[src/rtl/lv_wdg_scan.sv]
// Background register-integrity scanner: periodically reads a register window through
// the register access controller and checks each value against its stored CRC-8.
module lv_wdg_scan #(
    parameter int                 REG_AW          = 7,
    parameter int                 REG_DW          = 8,
    parameter int                 REG_CRC_W       = 8,
    parameter logic [REG_AW-1:0]  SCAN_START_ADDR = 7'h00,
    parameter logic [REG_AW-1:0]  SCAN_END_ADDR   = 7'h3F,
    parameter int                 SCAN_INTV_CYC   = 1024,
    parameter int                 ACK_TIMEOUT_CYC = 64
) (
    input  logic                 i_clk,
    input  logic                 i_rst_n,
    input  logic                 i_scan_en,
    input  logic                 i_spi_rst_wdg,
    input  logic                 i_err_clr,
    output logic                 o_wdg_scan_rac_rd_req,
    output logic [REG_AW-1:0]    o_wdg_scan_rac_addr,
    input  logic                 i_rac_wdg_scan_ack,
    input  logic [REG_DW-1:0]    i_rac_wdg_scan_data,
    input  logic [REG_CRC_W-1:0] i_rac_wdg_scan_crc,
    output logic                 o_scan_crc_err,
    output logic                 o_scan_tmo_err,
    output logic [REG_AW-1:0]    o_scan_err_addr,
    output logic                 o_scan_done
);

    localparam int INTV_W = $clog2(SCAN_INTV_CYC + 1);
    localparam int TMO_W  = $clog2(ACK_TIMEOUT_CYC + 1);
    localparam logic [INTV_W-1:0] INTV_LAST = INTV_W'(SCAN_INTV_CYC - 1);
    localparam logic [TMO_W-1:0]  TMO_LAST  = TMO_W'(ACK_TIMEOUT_CYC - 1);

    typedef enum logic [1:0] {
        ST_IDLE = 2'd0,
        ST_WAIT = 2'd1,
        ST_REQ  = 2'd2,
        ST_CHK  = 2'd3
    } state_t;

    state_t                 state_r;
    logic [INTV_W-1:0]      intv_cnt_r;
    logic [TMO_W-1:0]       tmo_cnt_r;
    logic                   tmo_hit_r;
    logic [REG_DW-1:0]      cap_data_r;
    logic [REG_CRC_W-1:0]   cap_crc_r;
    logic                   rd_req_r;
    logic [REG_AW-1:0]      addr_r;
    logic                   done_r;
    logic                   crc_err_r;
    logic                   tmo_err_r;
    logic [REG_AW-1:0]      err_addr_r;
    logic [REG_CRC_W-1:0]   crc_calc_s;
    logic                   crc_ev_s;
    logic                   tmo_ev_s;

    // CRC-8, poly 0x07, init 0x00, MSB first, no reflection, no final XOR
    function automatic logic [REG_CRC_W-1:0] crc8_calc(input logic [REG_DW-1:0] data);
        logic [REG_CRC_W-1:0] crc;
        logic                 fb;
        crc = 8'h00;
        for (int i = REG_DW - 1; i >= 0; i--) begin
            fb  = crc[7] ^ data[i];
            crc = {crc[6:0], 1'b0} ^ (fb ? 8'h07 : 8'h00);
        end
        return crc;
    endfunction

    // Error events raised during the check cycle; a timeout entry skips the compare.
    always_comb begin
        crc_calc_s = crc8_calc(cap_data_r);
        crc_ev_s   = 1'b0;
        tmo_ev_s   = 1'b0;
        if (state_r == ST_CHK) begin
            tmo_ev_s = tmo_hit_r;
            crc_ev_s = !tmo_hit_r && (crc_calc_s != cap_crc_r);
        end else begin
            tmo_ev_s = 1'b0;
            crc_ev_s = 1'b0;
        end
    end

    // Scan sequencer: interval wait, read handshake with timeout, check and address walk.
    always_ff @(posedge i_clk or negedge i_rst_n) begin
        if (!i_rst_n) begin
            state_r    <= ST_IDLE;
            intv_cnt_r <= '0;
            tmo_cnt_r  <= '0;
            tmo_hit_r  <= 1'b0;
            cap_data_r <= '0;
            cap_crc_r  <= '0;
            rd_req_r   <= 1'b0;
            addr_r     <= SCAN_START_ADDR;
            done_r     <= 1'b0;
        end else begin
            done_r <= 1'b0;
            case (state_r)
                ST_IDLE: begin
                    rd_req_r <= 1'b0;
                    if (i_scan_en) begin
                        addr_r     <= SCAN_START_ADDR;
                        intv_cnt_r <= '0;
                        state_r    <= ST_WAIT;
                    end
                end
                ST_WAIT: begin
                    if (!i_scan_en) begin
                        state_r <= ST_IDLE;
                    end else if (i_spi_rst_wdg) begin
                        intv_cnt_r <= '0;
                    end else if (intv_cnt_r == INTV_LAST) begin
                        tmo_cnt_r <= '0;
                        rd_req_r  <= 1'b1;
                        state_r   <= ST_REQ;
                    end else begin
                        intv_cnt_r <= intv_cnt_r + INTV_W'(1);
                    end
                end
                ST_REQ: begin
                    // An ack coinciding with the last timeout cycle still counts as a good read.
                    if (i_rac_wdg_scan_ack) begin
                        cap_data_r <= i_rac_wdg_scan_data;
                        cap_crc_r  <= i_rac_wdg_scan_crc;
                        tmo_hit_r  <= 1'b0;
                        rd_req_r   <= 1'b0;
                        state_r    <= ST_CHK;
                    end else if (tmo_cnt_r == TMO_LAST) begin
                        tmo_hit_r <= 1'b1;
                        rd_req_r  <= 1'b0;
                        state_r   <= ST_CHK;
                    end else begin
                        tmo_cnt_r <= tmo_cnt_r + TMO_W'(1);
                    end
                end
                ST_CHK: begin
                    if (addr_r == SCAN_END_ADDR) begin
                        done_r     <= 1'b1;
                        addr_r     <= SCAN_START_ADDR;
                        intv_cnt_r <= '0;
                        state_r    <= i_scan_en ? ST_WAIT : ST_IDLE;
                    end else begin
                        addr_r <= addr_r + REG_AW'(1);
                        if (i_scan_en) begin
                            tmo_cnt_r <= '0;
                            rd_req_r  <= 1'b1;
                            state_r   <= ST_REQ;
                        end else begin
                            state_r <= ST_IDLE;
                        end
                    end
                end
                default: begin
                    rd_req_r <= 1'b0;
                    state_r  <= ST_IDLE;
                end
            endcase
        end
    end

    // Sticky error flags; the first error address is kept until a clear.
    always_ff @(posedge i_clk or negedge i_rst_n) begin
        if (!i_rst_n) begin
            crc_err_r  <= 1'b0;
            tmo_err_r  <= 1'b0;
            err_addr_r <= '0;
        end else begin
            crc_err_r <= crc_ev_s | (crc_err_r & ~i_err_clr);
            tmo_err_r <= tmo_ev_s | (tmo_err_r & ~i_err_clr);
            if ((crc_ev_s || tmo_ev_s) && (i_err_clr || (!crc_err_r && !tmo_err_r))) begin
                err_addr_r <= addr_r;
            end
        end
    end

    assign o_wdg_scan_rac_rd_req = rd_req_r;
    assign o_wdg_scan_rac_addr   = addr_r;
    assign o_scan_crc_err        = crc_err_r;
    assign o_scan_tmo_err        = tmo_err_r;
    assign o_scan_err_addr       = err_addr_r;
    assign o_scan_done           = done_r;

endmodule

[config.mk]
export PLATFORM = sky130hd
export DESIGN_NAME = lv_wdg_scan
export DESIGN_NICKNAME = d
export VERILOG_FILES = /design/src/rtl/lv_wdg_scan.sv
export SDC_FILE = /design/constraint.sdc
export NUM_CORES = 1
export LEC_CHECK = 0
export CAP_MARGIN = 20
export CORE_AREA = 2 2 76 78
export CTS_BUF_LIST = sky130_fd_sc_hd__clkbuf_8 sky130_fd_sc_hd__clkbuf_16
export CTS_CLUSTER_DIAMETER = 30
export DETAILED_ROUTE_END_ITERATION = 8
export DIE_AREA = 0 0 78 80
export GPL_TIMING_DRIVEN = 0
export PLACE_DENSITY = 0.77
export SLEW_MARGIN = 15
export SYNTH_ARGS = -nofsm -noshare
export SYNTH_HDL_FRONTEND = slang
export SYNTH_SLANG_ARGS = --single-unit
[constraint.sdc]
create_clock -name i_clk -period 4.1 [get_ports i_clk]
set_input_delay 0.41 -clock i_clk [delete_from_list [all_inputs] [get_ports i_clk]]
set_output_delay 0.41 -clock i_clk [all_outputs]
set_load 0.02 [all_outputs]
-- After elaboration in Yosys (flattened, before gate mapping)
Index checks and enable logic that the tools add are counted.
Widths: inputs -> output; s select.
- register bits after elaboration: 55
- output and inout bits: 18
- input port bits: 22
- logic and storage cells: 122
- reductions and logical operators: 20
- equal/unequal tests: 20
- mux-type cells: 48
- add/sub/neg operators: 3
- bitwise logic cells: 19
- operators by type and width (kind ; count):
    $mux 7 ; 8
    $mux 11 ; 5
    $pmux 11 s3 ; 1
    $mux 3 ; 8
    $xor 8x3->8 ; 3
    $pmux 7 s3 ; 1
    $mux 2 ; 8
    $ne 2x2->1 const B ; 8
    $add 7x1->7 const B ; 2
    $eq 7x6->1 const B ; 2
    $mux 1 ; 14
    $pmux 7 s2 ; 1
    $ne 3x3->1 const B ; 4
    $add 11x1->11 const B ; 1
    $eq 11x10->1 const B ; 1
    $ne 8x8->1 ; 1
    $pmux 2 s4 ; 1
    $reduce_and 8->1 ; 1
    $xor 7x3->7 ; 1
    $reduce_and 2->1 ; 3
    $reduce_and 6->1 ; 1
    $reduce_bool 3->1 ; 2
    $xor 6x3->6 ; 1
    $reduce_and 5->1 ; 1
    17 further kinds ; 31

-- Depth between registers and ports, before layout
- word-level depth: 18
- depth in mapped cells: 8
- gate-level depth less buffers: 7

-- Worst setup path before layout
OpenSTA, ideal clock, no wires.
- path type: flip-flop to flip-flop
- from: register cap_data_r[1]
- to: register err_addr_r[0] (netlist: o_scan_err_addr[0])
- setup slack: 1841 ps
- data arrival time: 2134 ps
- required time: 3975 ps
- path buffers: 1
- library setup time: 125 ps
- clock period less this slack: 2259 ps
- cell stages (with the launch flop): 8
- cell sequence: dfrtp_1 -> xor2_1 -> mux2_1 -> mux2_1 -> a211o_1 -> o221a_1 -> buf_6 -> mux2_4
- cells in the longest elaborated chain, start to end: 9
- RTL lines (element ; line ; source):
    start, declared ; 44 ; logic [REG_DW-1:0] cap_data_r;
    start signal, assigned ; 121 ; cap_data_r <= i_rac_wdg_scan_data;
    $xor 1x1->1 ; 62 ; fb = crc[7] ^ data[i];
    $mux 3 ; 63 ; crc = {crc[6:0], 1'b0} ^ (fb ? 8'h07 : 8'h00);
    $xor 8x3->8 (2 in series) ; 63 ;
    $ne 8x8->1 ; 75 ; crc_ev_s = !tmo_hit_r && (crc_calc_s != cap_crc_r);
    $logic_and 1x1->1 ; 75 ;
    $mux 1 ; 73 ; if (state_r == ST_CHK) begin
    $logic_or 1x1->1 ; 168 ; if ((crc_ev_s || tmo_ev_s) && (i_err_clr || (!crc_err_r && !tmo_err_r))) begin
    $logic_and 1x1->1 ; 168 ;
    end signal, assigned ; 169 ; err_addr_r <= addr_r;
    end, declared ; 51 ; logic [REG_AW-1:0] err_addr_r;
No other way between the ends.
A chain may end at the register's enable or synchronous reset.

-- Worst setup path in the final report
- from: register cap_data_r[1]
- to: register err_addr_r[5] (netlist: o_scan_err_addr[5])
Same word-level chain as after synthesis.

==> impl_summary.md <==
Drt
The number of nets with antenna violations after detailed routing is 0. The via total after detailed routing is 2170. The first detailed-routing pass took 4 iterations. For this block, the routed nets add up to 5.68 mm of wire.

The average wire length per cell after detail routing is 14.6 um. The first routing iteration left 91 violations. The number of remaining DRC errors is 0.

The average vias per placed instance is 5.58.

Finish
The count of antenna diodes in the layout is 0. The fraction of final layout cells sized beyond drive strength 1 is 12.0%. Leaving out fill and tap cells, the most frequent cell in the layout is sky130_fd_sc_hd__dfrtp_1.

The top cell types in the final layout, fill and taps aside, are sky130_fd_sc_hd__dfrtp_1, sky130_fd_sc_hd__clkdlybuf4s50_1, sky130_fd_sc_hd__nand2_1. After the last flow step, the layout net total stands at 341. For this run, the share of the core covered by cells in the final layout is 62.8%. The count of placed standard cells in the final layout, fillers left out is 389. The number of inserted filler cells in the final layout is 451. The layout overhead on the synthesized area is 20.3%.

Placement
At the end of routability-driven placement, the weighted congestion stood at 0.766. The placed cell count is 381. The HPWL after detailed placement is 4.11 mm. The number of port buffers is 39.

Critical path
STA classifies the critical path endpoint as a register. Counting cells, the worst reg-to-reg path comes to 7. The setup slack on the worst flop-to-flop path is 1710 ps. The class of the most critical setup path is reg2reg. The data required time at the worst endpoint is 4300 ps.

The maximum fanout along the worst path is 7. The reg-to-reg critical path endpoint is o_scan_err_addr[5]. The worst setup path is launched from a register. Data arrives at the worst endpoint at 2590 ps. The worst register-to-register path begins at cap_data_r[1].

Clocking
The number of gates resized after CTS is 0. After clock tree synthesis, the clock-pin slew on the worst setup and hold paths is 100 ps. In this run the number of H-tree levels came out at 2. Counting along the longest clock path gives a buffer depth of 2. Counting every sink on the clock net gives 55. After clock tree synthesis, the flow added hold-fix buffers numbering 0. TritonCTS built the clock tree. Buffers inserted during clock tree synthesis total 5. For the worst-skew pair, the clock arrives at the later sink with an insertion delay of 310 ps. The setup fix buffers added after clock tree synthesis is 0.

The CTS root buffer is sky130_fd_sc_hd__clkbuf_8.

Global routing
The global-route wire length before repair is 9.63 mm. The via count of the first global-routing pass came to 2132. Entering global routing, the biggest net connects 56 pins. The number of antenna violations at the first check in global routing came to 0. The sum of overflow across all layers after global routing is 0. Global routing consumed, over all layers together, 19.7% of the routing resources.

Flow run
Across the run, the number of max-cap violations was 0.

STA
The number of pins exceeding their max-slew limit in the final report is 0. The maximum frequency from static timing analysis is 418 MHz. The total of endpoints with negative setup slack in the final report is 0. The worst-case clock skew is 14.6 ps. The routed design could run at a clock period as short as 2390 ps. Summed over all failing endpoints, the final setup total negative slack is 0 ps. The worst pin sits at a relative slew slack of 49.6%. The pin slew with the least headroom to its limit is 755 ps. The number of hold violations in the final report was 0. The portion of the clock cycle consumed by the worst path in the final layout is 58.4%. Setup repair after global routing left no endpoint under its margin.

Yosys
In the synthesized netlist, the number of instances is 270. The fraction of registers with async set/reset is 100%. The cell area that synthesis handed to floorplanning was 2820 sq um. The share of the yosys chip area belonging to registers is 48.8%. Among all flip-flop cells after synthesis, the most frequent one is sky130_fd_sc_hd__dfrtp_1. The synthesized design contains 55 register bits. When the netlist entered floorplanning its net count stood at 295. In this run, synthesis inferred 0 flip-flops with an integrated enable. Yosys mapped the design onto 45 distinct sky130hd cell types. The synthesis warning total is 0.

The synthesized area divided by synthesized cell count is 10.4 sq um.

Power
Power spread over the standard cell area amounts to 472 nW/um^2. In this run the static leakage power is 0.00142 uW. Across the VDD grid, the largest voltage drop is 0.000252 V. The total power consumption of the routed design is 1600 uW.

Status
The flow ran to the end, and the final reports show no timing, DRC or antenna violations.

Die
40 I/O pins were placed. The number of core rows is 27. The floorplan step set the die width to 78 um. The full die area is 6240 sq um.

The total core area is 5410 sq um. Measured along the y axis, the die boundary spans 80 um. The starting density of the core is 52.2%.

Min path
The worst hold path belongs to the class in2async.
[routing by layer]
layer | part of all wire (%) | up-vias | wire [um] | global-route usage (%)
li1 | - | 1065 | - | -
met1 | 46 | 1050 | 2630 | 24.9
met4 | 1.1 | 0 | 64 | 5.61
met3 | 4.1 | 4 | 230 | 4.52
met5 | 0 | - | 0 | 0
met2 | 48 | 51 | 2750 | 34.0
[cell families (layout without fill, tap and decap cells)]
kind of cell	Yosys count	count (layout)	share of synthesized area (%)
buffers and inverters	19	66	2.80
and+or+nand+nor	84	84	14.3
muxes	30	30	13.2
adders and majority gates	3	3	1.33
xor gates and xnor gates	18	18	5.86
DFF	55	55	48.8
AOI/OAI and AO/OA	61	61	13.6
[how the worst max path moves through the flow]
| stage | startpoint | end | depth (start not counted) |
|---|---|---|---|
| 5_1_grt | intv_cnt_r[0] | intv_cnt_r[8] | 7 |
| 3_5_place_dp | cap_data_r[1] | o_scan_err_addr[6] | 7 |
| 6_report | cap_data_r[1] | o_scan_err_addr[5] | 7 |
| 2_1_floorplan | cap_data_r[1] | o_scan_err_addr[0] | 7 |
| 3_3_place_gp | i_rst_n | o_scan_err_addr[4] | 1 |
| 4_1_cts | cap_data_r[7] | o_scan_err_addr[1] | 8 |
[worst max-delay path, cell delays in order (launching register included)]
cell                      delay [ps]
sky130_fd_sc_hd__dfrtp_1         440
sky130_fd_sc_hd__xor2_1          250
sky130_fd_sc_hd__mux2_1          350
sky130_fd_sc_hd__mux2_1          290
sky130_fd_sc_hd__a211o_1         250
sky130_fd_sc_hd__o221a_1         270
sky130_fd_sc_hd__buf_6           150
sky130_fd_sc_hd__mux2_4          290
[flip-flops by register name (all words and copies together) (netlist names)]
signal	flops
o_scan_tmo_err	1
intv_cnt_r	11
tmo_hit_r	1
state_r	2
cap_crc_r	8
o_wdg_scan_rac_addr	7
o_scan_done	1
o_scan_crc_err	1
o_scan_err_addr	7
cap_data_r	8
tmo_cnt_r	7
o_wdg_scan_rac_rd_req	1
[power by group]
part           switching [uW]  total (uW)  internal, uW
Clock                     174         310           136
Sequential                109         763           653
Combinational             231         526           295
Total                     515        1600          1080
[metrics by stage]
stage          setup WS [ps]  hold WS [ps]  cell area [sq um]
2_1_floorplan           1840           114               2820
3_3_place_gp             887           456               3300
3_5_place_dp            1720           456               3300
4_1_cts                 1710           163               3390
5_1_grt                 1510           197               3390
6_report                1710           129               3390
[synth_stat cells, types with 3 or more instances]
cell	number	share of area, %
sky130_fd_sc_hd__nor2_1	15	2.0
sky130_fd_sc_hd__xor2_1	9	2.8
sky130_fd_sc_hd__o21ai_0	20	3.6
sky130_fd_sc_hd__a31oi_1	4	0.89
sky130_fd_sc_hd__o31ai_1	5	1.3
sky130_fd_sc_hd__a21o_1	3	0.80
sky130_fd_sc_hd__nor3_1	6	1.1
sky130_fd_sc_hd__a21oi_1	9	1.6
sky130_fd_sc_hd__inv_1	9	1.2
sky130_fd_sc_hd__o22ai_1	7	1.6
sky130_fd_sc_hd__and3_1	3	0.67
sky130_fd_sc_hd__clkbuf_1	9	1.2
sky130_fd_sc_hd__nand3_1	14	2.5
sky130_fd_sc_hd__mux2_4	7	3.7
sky130_fd_sc_hd__nor2b_1	6	1.3
sky130_fd_sc_hd__nand4_1	3	0.67
sky130_fd_sc_hd__xnor2_1	8	2.5
sky130_fd_sc_hd__or3_1	3	0.67
sky130_fd_sc_hd__ha_1	3	1.3
sky130_fd_sc_hd__dfrtp_1	55	49
sky130_fd_sc_hd__nand2_1	26	3.5
sky130_fd_sc_hd__mux2_2	18	7.2
[layout make-up]
| class | count | area (sq um) | area share [%] |
|---|---|---|---|
| clock buffers | 6 | 82.6 | 2.43 |
| flip-flops and latches | 55 | 1380 | 40.6 |
| well taps | 72 | 90.1 | 2.66 |
| repair buffers | 39 | 388 | 11.4 |
| multi-input cells | 196 | 1360 | 40.2 |
| clock inverters | 2 | 12.5 | 0.369 |
| inverters | 9 | 33.8 | 0.996 |
| plain buffers | 10 | 45.0 | 1.33 |
(Power assumes the default switching activity.)
